## config.mk

```make
export PLATFORM = sky130hd
export DESIGN_NAME = instr_rx_n_flat
export DESIGN_NICKNAME = d
export VERILOG_FILES = /design/src/rtl/instr_rx_n_if.sv /design/src/rtl/instr_rx_n.sv /design/src/flat_wrapper.sv
export SDC_FILE = /design/constraint.sdc
export NUM_CORES = 1
export LEC_CHECK = 0
export CAP_MARGIN = 20
export CORE_MARGIN = 4
export CORE_UTILIZATION = 45
export DETAILED_ROUTE_END_ITERATION = 8
export MAX_ROUTING_LAYER = met4
export SYNTH_ARGS = -nofsm -noshare
export SYNTH_HDL_FRONTEND = slang
export SYNTH_SLANG_ARGS = --single-unit
```

## constraint.sdc

```tcl
create_clock -name clk -period 2.99 [get_ports clk]
set_input_delay 0.4485 -clock clk [delete_from_list [all_inputs] [get_ports clk]]
set_output_delay 0.4485 -clock clk [all_outputs]
set_load 0.05 [all_outputs]
```

## src/rtl/instr_rx_n_if.sv

```systemverilog
// Bus bundle for the UART instruction receiver: serial line in, byte strobe,
// instruction valid/ready holding register and status pulses out.
interface instr_rx_n_if #(
  parameter int INSTR_BYTES = 2
);
  logic                       i_rx_serial;
  logic                       i_instr_ready;
  logic                       o_byte_dv;
  logic [7:0]                 o_byte;
  logic                       o_instr_valid;
  logic [8*INSTR_BYTES-1:0]   o_instr;
  logic                       o_frame_err;
  logic                       o_timeout;
  logic                       o_overrun;
  logic                       o_busy;

  // master is the receiver producing instructions, slave is the consumer side
  modport master (
    input  i_rx_serial, i_instr_ready,
    output o_byte_dv, o_byte, o_instr_valid, o_instr,
           o_frame_err, o_timeout, o_overrun, o_busy
  );

  modport slave (
    output i_rx_serial, i_instr_ready,
    input  o_byte_dv, o_byte, o_instr_valid, o_instr,
           o_frame_err, o_timeout, o_overrun, o_busy
  );
endinterface

```

## src/rtl/instr_rx_n.sv

```systemverilog
// 8N1 UART receiver that assembles INSTR_BYTES little-endian bytes into one
// instruction word, with timeout resync, framing-error discard and overrun flag.
//
// state   | meaning
// --------+------------------------------------------------------------
// IDLE    | line high, waiting for a synchronised start edge
// START   | half-bit wait, re-check start bit (reject glitches)
// DATA    | sample 8 data bits LSB first, one per bit period
// STOP    | sample stop bit; commit byte or flag framing error
// CLEANUP | single settle cycle before returning to IDLE
module instr_rx_n #(
  parameter int CLKS_PER_BIT = 217,
  parameter int INSTR_BYTES  = 2,
  parameter int TIMEOUT_BITS = 20
) (
  input  logic         clk,
  input  logic         rst_n,
  instr_rx_n_if.master bus
);

  localparam int IW       = 8 * INSTR_BYTES;
  localparam int CLK_W    = (CLKS_PER_BIT > 1) ? $clog2(CLKS_PER_BIT) : 1;
  localparam int CNT_W    = (INSTR_BYTES > 1) ? $clog2(INSTR_BYTES) : 1;
  localparam int TO_LIMIT = TIMEOUT_BITS * CLKS_PER_BIT;
  localparam int TO_W     = (TO_LIMIT > 0) ? $clog2(TO_LIMIT + 1) : 1;
  localparam bit TO_EN    = (TIMEOUT_BITS > 0) && (INSTR_BYTES > 1);

  localparam logic [CLK_W-1:0] HALF_CNT = CLK_W'((CLKS_PER_BIT - 1) / 2);
  localparam logic [CLK_W-1:0] BIT_CNT  = CLK_W'(CLKS_PER_BIT - 1);
  localparam logic [CNT_W-1:0] LAST_IDX = CNT_W'(INSTR_BYTES - 1);
  localparam logic [TO_W-1:0]  TO_CNT   = TO_W'(TO_LIMIT);

  typedef enum logic [2:0] {
    S_IDLE,
    S_START,
    S_DATA,
    S_STOP,
    S_CLEANUP
  } state_t;

  state_t            state;
  logic              rx_meta;
  logic              rx_sync;
  logic [CLK_W-1:0]  clk_cnt;
  logic [2:0]        bit_idx;
  logic [7:0]        rx_shift;
  logic [CNT_W-1:0]  byte_cnt;
  logic [TO_W-1:0]   to_cnt;
  logic [IW-1:0]     asm_q;
  logic [IW-1:0]     asm_next;
  logic              start_det;
  logic              last_byte;

  assign start_det = (state == S_IDLE) && !rx_sync;
  assign last_byte = (byte_cnt == LAST_IDX);
  assign bus.o_busy = (state != S_IDLE) || (byte_cnt != '0);

  always_comb begin
    asm_next = asm_q;
    for (int i = 0; i < INSTR_BYTES; i++) begin
      if (byte_cnt == CNT_W'(i)) asm_next[8*i +: 8] = rx_shift;
    end
  end

  always_ff @(posedge clk or negedge rst_n) begin
    if (!rst_n) begin
      rx_meta           <= 1'b1;
      rx_sync           <= 1'b1;
      state             <= S_IDLE;
      clk_cnt           <= '0;
      bit_idx           <= '0;
      rx_shift          <= '0;
      byte_cnt          <= '0;
      to_cnt            <= '0;
      asm_q             <= '0;
      bus.o_byte_dv     <= 1'b0;
      bus.o_byte        <= '0;
      bus.o_instr_valid <= 1'b0;
      bus.o_instr       <= '0;
      bus.o_frame_err   <= 1'b0;
      bus.o_timeout     <= 1'b0;
      bus.o_overrun     <= 1'b0;
    end else begin
      rx_meta         <= bus.i_rx_serial;
      rx_sync         <= rx_meta;
      bus.o_byte_dv   <= 1'b0;
      bus.o_frame_err <= 1'b0;
      bus.o_timeout   <= 1'b0;
      bus.o_overrun   <= 1'b0;

      if (bus.o_instr_valid && bus.i_instr_ready) bus.o_instr_valid <= 1'b0;

      case (state)
        S_IDLE: begin
          clk_cnt <= '0;
          bit_idx <= '0;
          if (!rx_sync) state <= S_START;
        end
        S_START: begin
          if (clk_cnt == HALF_CNT) begin
            clk_cnt <= '0;
            state   <= rx_sync ? S_IDLE : S_DATA;
          end else begin
            clk_cnt <= clk_cnt + 1'b1;
          end
        end
        S_DATA: begin
          if (clk_cnt == BIT_CNT) begin
            clk_cnt  <= '0;
            rx_shift <= {rx_sync, rx_shift[7:1]};
            if (bit_idx == 3'd7) state <= S_STOP;
            else bit_idx <= bit_idx + 1'b1;
          end else begin
            clk_cnt <= clk_cnt + 1'b1;
          end
        end
        S_STOP: begin
          if (clk_cnt == BIT_CNT) begin
            clk_cnt <= '0;
            state   <= S_CLEANUP;
            if (rx_sync) begin
              bus.o_byte_dv <= 1'b1;
              bus.o_byte    <= rx_shift;
              if (last_byte) begin
                byte_cnt <= '0;
                // a consumer accepting this very cycle frees the slot in time
                if (!bus.o_instr_valid || bus.i_instr_ready) begin
                  bus.o_instr       <= asm_next;
                  bus.o_instr_valid <= 1'b1;
                end else begin
                  bus.o_overrun <= 1'b1;
                end
              end else begin
                asm_q    <= asm_next;
                byte_cnt <= byte_cnt + 1'b1;
              end
            end else begin
              bus.o_frame_err <= 1'b1;
              byte_cnt        <= '0;
            end
          end else begin
            clk_cnt <= clk_cnt + 1'b1;
          end
        end
        S_CLEANUP: state <= S_IDLE;
        default:   state <= S_IDLE;
      endcase

      // start detection has priority over an expiring timeout
      if (byte_cnt == '0 || start_det) begin
        to_cnt <= '0;
      end else if (TO_EN && state == S_IDLE) begin
        if (to_cnt == TO_CNT) begin
          to_cnt        <= '0;
          byte_cnt      <= '0;
          bus.o_timeout <= 1'b1;
        end else begin
          to_cnt <= to_cnt + 1'b1;
        end
      end
    end
  end

endmodule
```

## src/flat_wrapper.sv

```systemverilog
// flat-port wrapper written by rule: the top's interface ports become plain ports
module instr_rx_n_flat 
#(
  parameter int CLKS_PER_BIT = 217,
  parameter int INSTR_BYTES  = 2,
  parameter int TIMEOUT_BITS = 20
)
  (clk, rst_n, bus_i_rx_serial, bus_i_instr_ready, bus_o_byte_dv, bus_o_byte, bus_o_instr_valid, bus_o_instr, bus_o_frame_err, bus_o_timeout, bus_o_overrun, bus_o_busy);
  instr_rx_n_if #(.INSTR_BYTES(INSTR_BYTES)) bus_i ();
  input  logic clk;
  input  logic rst_n;
  input wire logic [$bits(bus_i.i_rx_serial)-1:0] bus_i_rx_serial;
  input wire logic [$bits(bus_i.i_instr_ready)-1:0] bus_i_instr_ready;
  output wire logic [$bits(bus_i.o_byte_dv)-1:0] bus_o_byte_dv;
  output wire logic [$bits(bus_i.o_byte)-1:0] bus_o_byte;
  output wire logic [$bits(bus_i.o_instr_valid)-1:0] bus_o_instr_valid;
  output wire logic [$bits(bus_i.o_instr)-1:0] bus_o_instr;
  output wire logic [$bits(bus_i.o_frame_err)-1:0] bus_o_frame_err;
  output wire logic [$bits(bus_i.o_timeout)-1:0] bus_o_timeout;
  output wire logic [$bits(bus_i.o_overrun)-1:0] bus_o_overrun;
  output wire logic [$bits(bus_i.o_busy)-1:0] bus_o_busy;
  assign bus_i.i_rx_serial = bus_i_rx_serial;
  assign bus_i.i_instr_ready = bus_i_instr_ready;
  assign bus_o_byte_dv = bus_i.o_byte_dv;
  assign bus_o_byte = bus_i.o_byte;
  assign bus_o_instr_valid = bus_i.o_instr_valid;
  assign bus_o_instr = bus_i.o_instr;
  assign bus_o_frame_err = bus_i.o_frame_err;
  assign bus_o_timeout = bus_i.o_timeout;
  assign bus_o_overrun = bus_i.o_overrun;
  assign bus_o_busy = bus_i.o_busy;
  instr_rx_n #(.CLKS_PER_BIT(CLKS_PER_BIT), .INSTR_BYTES(INSTR_BYTES), .TIMEOUT_BITS(TIMEOUT_BITS)) u_core (.clk(clk), .rst_n(rst_n), .bus(bus_i));
endmodule
```

==> run metrics, run 1 <==
outcome finished clean; Period Utilization, post-route between 90% and 100%; via/cell ratio 5.29; worst vdd ir 231 uV; Initial Util 46.2%; multi-input logic area 1590 um^2; drt drc 0; share of layout cells above drive strength 1 between 20 and 30%; Top Ports 34; Netlist cell types 51; input/output buffers 33; area grow syn2layout 15.7%; crit start category flop; Hold WC Path Type in2async; Core Region 8220 um^2; Fmax 0.369 GHz; Post-Syn Nets 323; post-synthesis register bit count 83; commonest cells in the synthesized netlist dfrtp_1 (81), mux2_2 (47), nand2_1 (22), o21ai_0 (19), clkbuf_1 (15); Routability Congestion 0.814; Setup-failing EPs final 0; Clock Sinks 83; Synth area leaders dfrtp_1 (53%), mux2_2 (14%), mux2_4 (4.0%); Overall Power 1.87 mW; LEAKAGE 2.00 nW; maxcap violations 0; FP Rows 33; Post-CTS Setup Bufs 0; final hold violations 0; critical path capture point type output port; NetSw 0.432 mW; level count of the clock H-tree 3; Post-synth ARST share 100%; clock network power share a little under two fifths; top-count cell post-synth dfrtp_1; Non-Filler Instances about 450; sw frac between 20% and 30%; pin count of the biggest net entering global routing 84; cell type with the largest total area after synthesis dfrtp_1; Mapped Avg Cell Area 12.1 um^2; CTS clock-pin slew for the worst setup and hold paths 0.09 ns; Arr. time, crit path 2.26 ns; CP Class reg2out; CP max stage cell clkdlybuf4s50_1; Seq pwr share between 60% and 70%; Die W 99.8 um; DR WL/cell 14.9 um; CTS tree done; register area 2080 um^2; sequential area share after synthesis a little over half; hold_buf cts 0; number of synthesized flops with an enable pin 0; fillers 725; Combinational Power Share about 1.6%; Die Y between 90 and 100 um; Nets 352; post-layout minimum cycle time ~2.7 ns; DR pass1 iterations 4; Clock Path Buffers 2; TNS Setup 0 ns; antenna violations before repair 0; Num CTS Buffers 9; crit path max fanout 10; Worst Skew 0.00943 ns; Mapped Cells 313; ys flop type dfrtp_1; n_diodes 0; Final Max Tran Viols 0; via count 2,392; RSZ-0062 raised after global routing no; Mapped Area 3800 um^2; vias in the first global route approximately 2,500; Internal Power 1.44 mW; first-pass GRT wire length 12,100 um; Cells after DPL between 400 and 500; Worst slew margin 55.6%; Total GRT Usage 15.5%; Starting DRT DRC Count 114; CTS Root Cell clkbuf_8; PwrDens 426 nW/um^2; final WL 6720 um; Routed Antenna Nets 0; DPL Wire Length 4480 um; Syn. warnings 0; crit path cell chain or3_1 > or2_2 > clkdlybuf4s50_1; clk_lat worst skew between 0.3 and 0.4 ns; number of gates resized after CTS 0; Largest stage delay, worst path ~0.70 ns; CP Data Required Time 2.54 ns; die footprint 9970 um^2; GRT Residual Overflow 0; actual slew at the worst max-slew pin 0.661 ns; top cell type's share of synthesized area between 50% and 60%
worst max-delay path, delay by kind of cell, from the launching register on:
| kind | cells | cell delay, ns |
|---|---|---|
| and+or+nand+nor | 2 | 0.74 |
| buffers and inverters | 1 | 0.70 |
| DFF | 1 | 0.48 |
cell families after synthesis:
family	synth area share, %
and+or+nand+nor	12.7
DFF	54.8
muxes	18.2
AOI/OAI and AO/OA	7.94
buffers and inverters	3.26
adders and majority gates	1.98
xor gates and xnor gates	1.15
power by group through the flow:
stage               Sequential, mW  Combinational, mW  Clock (mW)
floorplan                     1.15            0.00349           0
global placement              1.15             0.0285           0
detailed placement            1.15             0.0282           0
CTS                           1.13             0.0282       0.750
global route                  1.13             0.0359       0.806
finish                        1.13             0.0304       0.716
metrics by stage:
| step | utilization, % | area [um^2] | setup WS, ns | hold slack, ns |
|---|---|---|---|---|
| 3_3_place_gp | 51.0 | 4190 | 0.551 | 0.348 |
| 3_5_place_dp | 51.0 | 4190 | 0.465 | 0.350 |
| 4_1_cts | 53.1 | 4370 | 0.231 | 0.307 |
| 6_report | 53.5 | 4390 | 0.277 | 0.0439 |
| 5_1_grt | 53.5 | 4390 | 0.150 | 0.0479 |
| 2_1_floorplan | - | 3800 | 0.842 | 0.153 |
per-layer routing:
metal | global-route usage, % | up-vias | wire, um
li1 | - | 1176 | -
met1 | 19.8 | 1178 | 3210
met2 | 24.7 | 29 | 3170
met3 | 4.03 | 9 | 247
met4 | 4.41 | 0 | 90
met5 | - | - | 0
layout by cell type (no fill, tap or decap), types with 4 or more instances in the layout:
master           netlist  final
a21oi_1                4      4
buf_4                  0      4
clkbuf_8               0      9
clkdlybuf4s50_1        0     32
dfrtp_1               81     81
ha_1                   6      6
inv_1                  7      7
mux2_2                47     47
mux2_4                10     10
nand2_1               22     22
nand2b_1               4      4
nand3_1               10     10
nand4_1                6      6
nor2_1                14     14
nor3_1                 8      8
o21ai_0               19     19
or3_1                  4      4
flip-flops by register name, summed over array words and instances, names as in the netlist:
| signal | flops |
|---|---|
| u_core.bus.o_timeout | 1 |
| u_core.rx_sync | 1 |
| u_core.rx_meta | 1 |
| u_core.asm_q | 16 |
| u_core.byte_cnt | 1 |
| u_core.bus.o_byte | 8 |
| u_core.clk_cnt | 8 |
| u_core.bus.o_frame_err | 1 |
| u_core.bus.o_overrun | 1 |
| u_core.bus.o_instr_valid | 1 |
| u_core.bit_idx | 3 |
| u_core.bus.o_byte_dv | 1 |
| u_core.state | 3 |
| u_core.bus.o_instr | 16 |
| u_core.to_cnt | 13 |
| u_core.rx_shift | 8 |
path summary, 6_finish.rpt:
check / from / endpoint / slack, ns / cells after the start
worst max-delay path: u_core.state[0] / bus_o_busy / 0.28 / 3
min in group clk: u_core.rx_meta / u_core.rx_sync / 0.36 / 0
worst max register to register: u_core.clk_cnt[0] / u_core.bus.o_instr[14] / 0.49 / 8
worst min-delay path: rst_n / u_core.bus.o_byte_dv / 0.04 / 1
max in group asynchronous: rst_n / u_core.clk_cnt[4] / 2.35 / 2
worst min register to register: u_core.rx_meta / u_core.rx_sync / 0.36 / 0
area by class of cell:
| type | count | area share (%) |
|---|---|---|
| Sequential cell | 83 | 47.3 |
| Clock inverter | 6 | 1.11 |
| Clock buffer | 10 | 2.91 |
| Inverter | 8 | 0.797 |
| Timing Repair Buffer | 37 | 8.60 |
| Multi-Input combinational cell | 203 | 36.3 |
| Tap cell | 105 | 2.99 |
No activity file was read; power rests on OpenSTA's default activity.
==> run 2, diff against run 1 <==
CAP_MARGIN = 5   (was 20)
CORE_ASPECT_RATIO = 1.5   (was not set)
==> run metrics, run 2 (synthesis gave the netlist of run 1 again) <==
n_diodes 0 (unchanged); FF-to-FF Start u_core.clk_cnt[0] (unchanged); CP Class reg2out (unchanged); hold_buf cts 0 (unchanged); DR pass1 iterations 4 (unchanged); Placed Instance Area 4200 um^2 (was 4190 um^2); actual slew at the worst max-slew pin 1.05 ns (was 0.661 ns); post-layout minimum cycle time 2.75 ns (was 2.71 ns); number of gates resized after CTS 0 (unchanged); reg-to-reg endpoint u_core.bus.o_instr[13] (was u_core.bus.o_instr[14]); Worst slew margin 30.3% (was 55.6%); level count of the clock H-tree 3 (unchanged); Worst Skew 0.00459 ns (was 0.00943 ns); Clock Sinks 83 (unchanged); CTS clock-pin slew for the worst setup and hold paths 0.06 ns (was 0.09 ns); Period Utilization, post-route 91.9% (was 90.7%); crit path cell chain or3_1 > or2_2 > clkdlybuf4s50_1 (unchanged); outcome finished clean (unchanged); antenna violations before repair 0 (unchanged); Die W 83.0 um (was 99.8 um); RSZ-0062 raised after global routing no (unchanged); via count 2,440 (was 2,392); area grow syn2layout 18.0% (was 15.7%); final WL 6950 um (was 6720 um); R2R cell count 8 (unchanged); Top Ports 34 (unchanged); Design Area, Final 4480 um^2 (was 4390 um^2); CP Data Required Time 2.54 ns (about the same); worst vdd ir 353 uV (was 231 uV); Arr. time, crit path 2.30 ns (was 2.26 ns); via/cell ratio 5.40 (was 5.29); WP buf/inv 1 (unchanged); Non-Filler Instances 452 (unchanged); most frequent cells in the layout dfrtp_1 (81), mux2_2 (47), clkdlybuf4s50_1 (32) (unchanged); clk_lat worst skew 0.33 ns (was 0.35 ns); FP Rows 40 (was 33); DPL Wire Length 4660 um (was 4480 um); maxcap violations 0 (unchanged); pre-CTS setup slack 0.536 ns (was 0.465 ns); TNS Setup 0 ns (unchanged); Initial Util 46.8% (was 46.2%); R2R setup slack 0.56 ns (was 0.49 ns); crit path max fanout 10 (unchanged); CP max stage cell clkdlybuf4s50_1 (unchanged); first-pass GRT wire length 12,200 um (was 12,100 um); share of layout cells above drive strength 1 25.1% (unchanged); Clock Path Buffers 2 (unchanged); Routability Congestion 0.814 (about the same); Post-CTS Setup Bufs 0 (unchanged); Setup WS post-layout 0.242 ns (was 0.277 ns); Overall Power 2.19 mW (was 1.87 mW); hold_ws 0.285 ns (was 0.0439 ns); Die Y 120 um (was 99.8 um); crit path to bus_o_busy (unchanged); critical path depth 3 (unchanged); Cells after DPL 436 (was 435); CTS tree done (unchanged); pin count of the biggest net entering global routing 84 (unchanged); input/output buffers 33 (unchanged); commonest non-fill, non-tap cell in the layout dfrtp_1 (unchanged); Largest stage delay, worst path 0.70 ns (about the same); LEAKAGE 2.05 nW (was 2.00 nW); Routed Antenna Nets 0 (unchanged); die footprint 10000 um^2 (was 9970 um^2); Setup-failing EPs final 0 (unchanged); Total GRT Usage 15.6% (was 15.5%); crit start category flop (unchanged); drt drc 0 (unchanged); Setup crit start u_core.state[0] (unchanged); final hold violations 0 (unchanged); GRT Residual Overflow 0 (unchanged); Hold WC Path Type in2async (unchanged); Final Max Tran Viols 0 (unchanged); DR WL/cell 15.4 um (was 14.9 um); Num CTS Buffers 9 (unchanged); Nets 352 (unchanged); CP delay by family, top simple AND/OR/NAND/NOR gates (unchanged); Util after Layout 55.2% (was 53.5%); CTS Root Cell clkbuf_16 (was clkbuf_8); Largest regs u_core.asm_q (16), u_core.bus.o_instr (16), u_core.to_cnt (13) (unchanged); fillers 742 (was 725); critical path capture point type output port (unchanged); vias in the first global route 2,444 (was 2,484); PwrDens 488 nW/um^2 (was 426 nW/um^2); Fmax 0.364 GHz (was 0.369 GHz); Starting DRT DRC Count 152 (was 114); Core Region 8110 um^2 (was 8220 um^2)
run 2: changes by cell type in the layout (fill, tap and decap cells not counted), sizes merged:
cell,previous run,this run
clkbuf,10,12
inv,10,8
clkinv,1,2
clkinvlp,3,2
run 2: worst min path at each step:
stage,depth (start not counted),slack [ns],start,endpoint
2_1_floorplan,0,0.15,rst_n,u_core.asm_q[0]
3_3_place_gp,0,0.35,u_core.rx_meta,u_core.rx_sync
3_5_place_dp,0,0.35,u_core.rx_meta,u_core.rx_sync
4_1_cts,1,0.34,rst_n,u_core.bus.o_byte_dv
5_1_grt,0,0.36,u_core.rx_meta,u_core.rx_sync
6_report,1,0.29,rst_n,u_core.bus.o_byte[2]
run 2: cell type report:
class | instances | area [um^2] | share of cell area, %
multi-input cells | 203 | 1590 | 35.6
flip-flops and latches | 83 | 2080 | 46.4
clock inverters | 4 | 25.0 | 0.559
inverters | 8 | 35.0 | 0.782
repair buffers | 37 | 358 | 7.99
well taps | 105 | 131 | 2.93
clock buffers | 12 | 256 | 5.73
run 2: report_power, final:
| group | switching, mW | internal, mW |
|---|---|---|
| Sequential | 0.00186 | 1.13 |
| Clock | 0.428 | 0.605 |
| Combinational | 0.0227 | 0.00368 |
run 2: worst reg2reg max path: cells and delay by family (launching register included):
| kind | cells | cell delay, ns |
|---|---|---|
| flip-flops | 1 | 0.41 |
| AND/OR/NAND/NOR | 4 | 1.14 |
| buffers and inverters | 2 | 0.20 |
| adder cells (fa/ha/maj) | 1 | 0.15 |
| multiplexers | 1 | 0.42 |
run 2: per-layer routing:
| layer | GRT usage, % | routed length (um) | vias up |
|---|---|---|---|
| li1 | - | - | 1175 |
| met1 | 18.2 | 3050 | 1206 |
| met2 | 25.1 | 3490 | 50 |
| met3 | 4.29 | 263 | 9 |
| met4 | 7.26 | 146 | 0 |
| met5 | - | 0 | - |
==> run 3, diff against run 2 <==
--- a/config.mk
+++ b/config.mk
@@ -10,4 +10,5 @@
 export CORE_MARGIN = 4
 export CORE_UTILIZATION = 45
+export CTS_CLUSTER_SIZE = 40
 export DETAILED_ROUTE_END_ITERATION = 8
 export MAX_ROUTING_LAYER = met4
==> constraint.sdc (replaced) <==
create_clock -name clk -period 2.99 [get_ports clk]
set_input_delay 0.299 -clock clk [delete_from_list [all_inputs] [get_ports clk]]
set_output_delay 0.299 -clock clk [all_outputs]
set_load 0.05 [all_outputs]
==> run metrics, run 3 (synthesis gave the netlist of run 1 again) <==
actual slew at the worst max-slew pin 1.01 ns (was 1.05 ns); Nets 351 (was 352); share of layout cells above drive strength 1 24.9% (was 25.1%); n_diodes 0 (unchanged); Setup-failing EPs final 0 (unchanged); Setup WS post-layout 0.374 ns (was 0.242 ns); Worst slew margin 32.4% (was 30.3%); Routed Antenna Nets 0 (unchanged); pre-CTS setup slack 0.543 ns (was 0.536 ns); via count 2,428 (was 2,440); die footprint 10000 um^2 (unchanged); Placed Instance Area 4190 um^2 (was 4200 um^2); Clock Sinks 83 (unchanged); CTS tree done (unchanged); drt drc 0 (unchanged); Largest regs u_core.asm_q (16), u_core.bus.o_instr (16), u_core.to_cnt (13) (unchanged); LEAKAGE 2.07 nW (was 2.05 nW); Overall Power 2.35 mW (was 2.19 mW); Routability Congestion 0.816 (was 0.814); RSZ-0062 raised after global routing no (unchanged); number of gates resized after CTS 0 (unchanged); Seq pwr share 48.0% (was 51.6%); first-pass GRT wire length 12,000 um (was 12,200 um); CP Class reg2out (unchanged); NetSw 0.445 mW (was 0.452 mW); post-layout minimum cycle time 2.62 ns (was 2.75 ns); FP Rows 40 (unchanged); Die W 83.0 um (unchanged); GRT Residual Overflow 0 (unchanged); Fmax 0.382 GHz (was 0.364 GHz); area grow syn2layout 19.0% (was 18.0%); DPL Wire Length 4740 um (was 4660 um); Combinational Power Share 1.1% (was 1.2%); Starting DRT DRC Count 99 (was 152); clock network power share 50.9% (was 47.2%); R2R cell count 8 (unchanged); Worst Skew 0.00341 ns (was 0.00459 ns); most frequent cells in the layout dfrtp_1 (81), mux2_2 (47), clkdlybuf4s50_1 (32) (unchanged); input/output buffers 33 (unchanged); Num CTS Buffers 9 (unchanged); R2R setup slack 0.56 ns (about the same); pin count of the biggest net entering global routing 84 (unchanged); Non-Filler Instances 451 (was 452); antenna violations before repair 0 (unchanged); FF-to-FF Start u_core.clk_cnt[0] (unchanged); DR WL/cell 15.5 um (was 15.4 um); Design Area, Final 4520 um^2 (was 4480 um^2); DR pass1 iterations 4 (unchanged); reg-to-reg endpoint u_core.bus.o_instr[6] (was u_core.bus.o_instr[13]); TNS Setup 0 ns (unchanged); Die Y 120 um (unchanged); Period Utilization, post-route 87.5% (was 91.9%); final WL 7000 um (was 6950 um); maxcap violations 0 (unchanged); level count of the clock H-tree 3 (unchanged); sw frac 18.9% (was 20.7%); Hold WC Path Type in2async (unchanged); hold_buf cts 0 (unchanged); Core Region 8110 um^2 (unchanged); Initial Util 46.8% (unchanged); CTS clock-pin slew for the worst setup and hold paths 0.06 ns (about the same); final hold violations 0 (unchanged); crit start category flop (unchanged); Top Ports 34 (unchanged); hold_ws 0.130 ns (was 0.285 ns); worst vdd ir 308 uV (was 353 uV); critical path capture point type output port (unchanged); commonest non-fill, non-tap cell in the layout dfrtp_1 (unchanged); crit path max fanout 12 (was 10); Final Max Tran Viols 0 (unchanged); outcome finished clean (unchanged); Clock Path Buffers 2 (unchanged); Cells after DPL 435 (was 436); Total GRT Usage 15.3% (was 15.6%); clk_lat worst skew 0.33 ns (about the same); Internal Power 1.91 mW (was 1.73 mW); via/cell ratio 5.38 (was 5.40); vias in the first global route 2,476 (was 2,444); CTS Root Cell clkbuf_16 (unchanged); Post-CTS Setup Bufs 0 (unchanged); CP Data Required Time 2.69 ns (was 2.54 ns); Arr. time, crit path 2.32 ns (was 2.30 ns); PwrDens 520 nW/um^2 (was 488 nW/um^2); Util after Layout 55.7% (was 55.2%)
==> run 3: cell count changes in the layout (fill, tap and decap cells not counted) <==
| cell | change |
|---|---|
| clkinv_2 | -1 |
| clkinvlp_4 | -1 |
| buf_4 | -1 |
| bufinv_16 | +2 |
==> run 3: layout make-up <==
| type | instances | area, um^2 |
|---|---|---|
| timing repair buffer | 36 | 350 |
| clock buffer | 12 | 256 |
| sequential | 83 | 2080 |
| inverter | 8 | 35.0 |
| multi-input combinational | 203 | 1590 |
| tap | 105 | 131 |
| clock inverter | 4 | 72.6 |
| fill | 725 | 3590 |
==> run 3: routing by layer <==
| metal | up-vias | track usage (%) | share of wire [%] |
|---|---|---|---|
| li1 | 1174 | - | - |
| met1 | 1210 | 17.5 | 43 |
| met2 | 35 | 26.5 | 53 |
| met3 | 9 | 2.18 | 2.6 |
| met4 | 0 | 7.16 | 1.8 |
| met5 | - | - | 0 |
==> run 3: power by group through the flow <==
stage | clock (mW) | sequential [mW] | combinational [mW]
detailed placement | 0 | 1.15 | 0.0284
global placement | 0 | 1.15 | 0.0283
CTS | 1.23 | 1.13 | 0.0283
finish | 1.20 | 1.13 | 0.0259
global route | 1.27 | 1.13 | 0.0313
floorplan | 0 | 1.15 | 0.00349
==> run 3: worst max path at each step <==
| stage | startpoint | to | slack (ns) | cells after the start |
|---|---|---|---|---|
| after floorplan | u_core.clk_cnt[0] | u_core.bus.o_instr[10] | 0.84 | 10 |
| after global placement | u_core.clk_cnt[0] | u_core.bus.o_instr[6] | 0.59 | 8 |
| after detailed placement | u_core.clk_cnt[0] | u_core.bus.o_instr[8] | 0.54 | 8 |
| after CTS | u_core.state[1] | bus_o_busy | 0.35 | 3 |
| after global routing | u_core.state[1] | bus_o_busy | 0.30 | 3 |
| final | u_core.state[1] | bus_o_busy | 0.37 | 3 |
==> run 3: worst max-delay path: stages, from the launching register on <==
cell and delay, ns:
dfrtp_1 0.50, or3_1 0.47, or2_2 0.31, clkdlybuf4s50_1 0.70
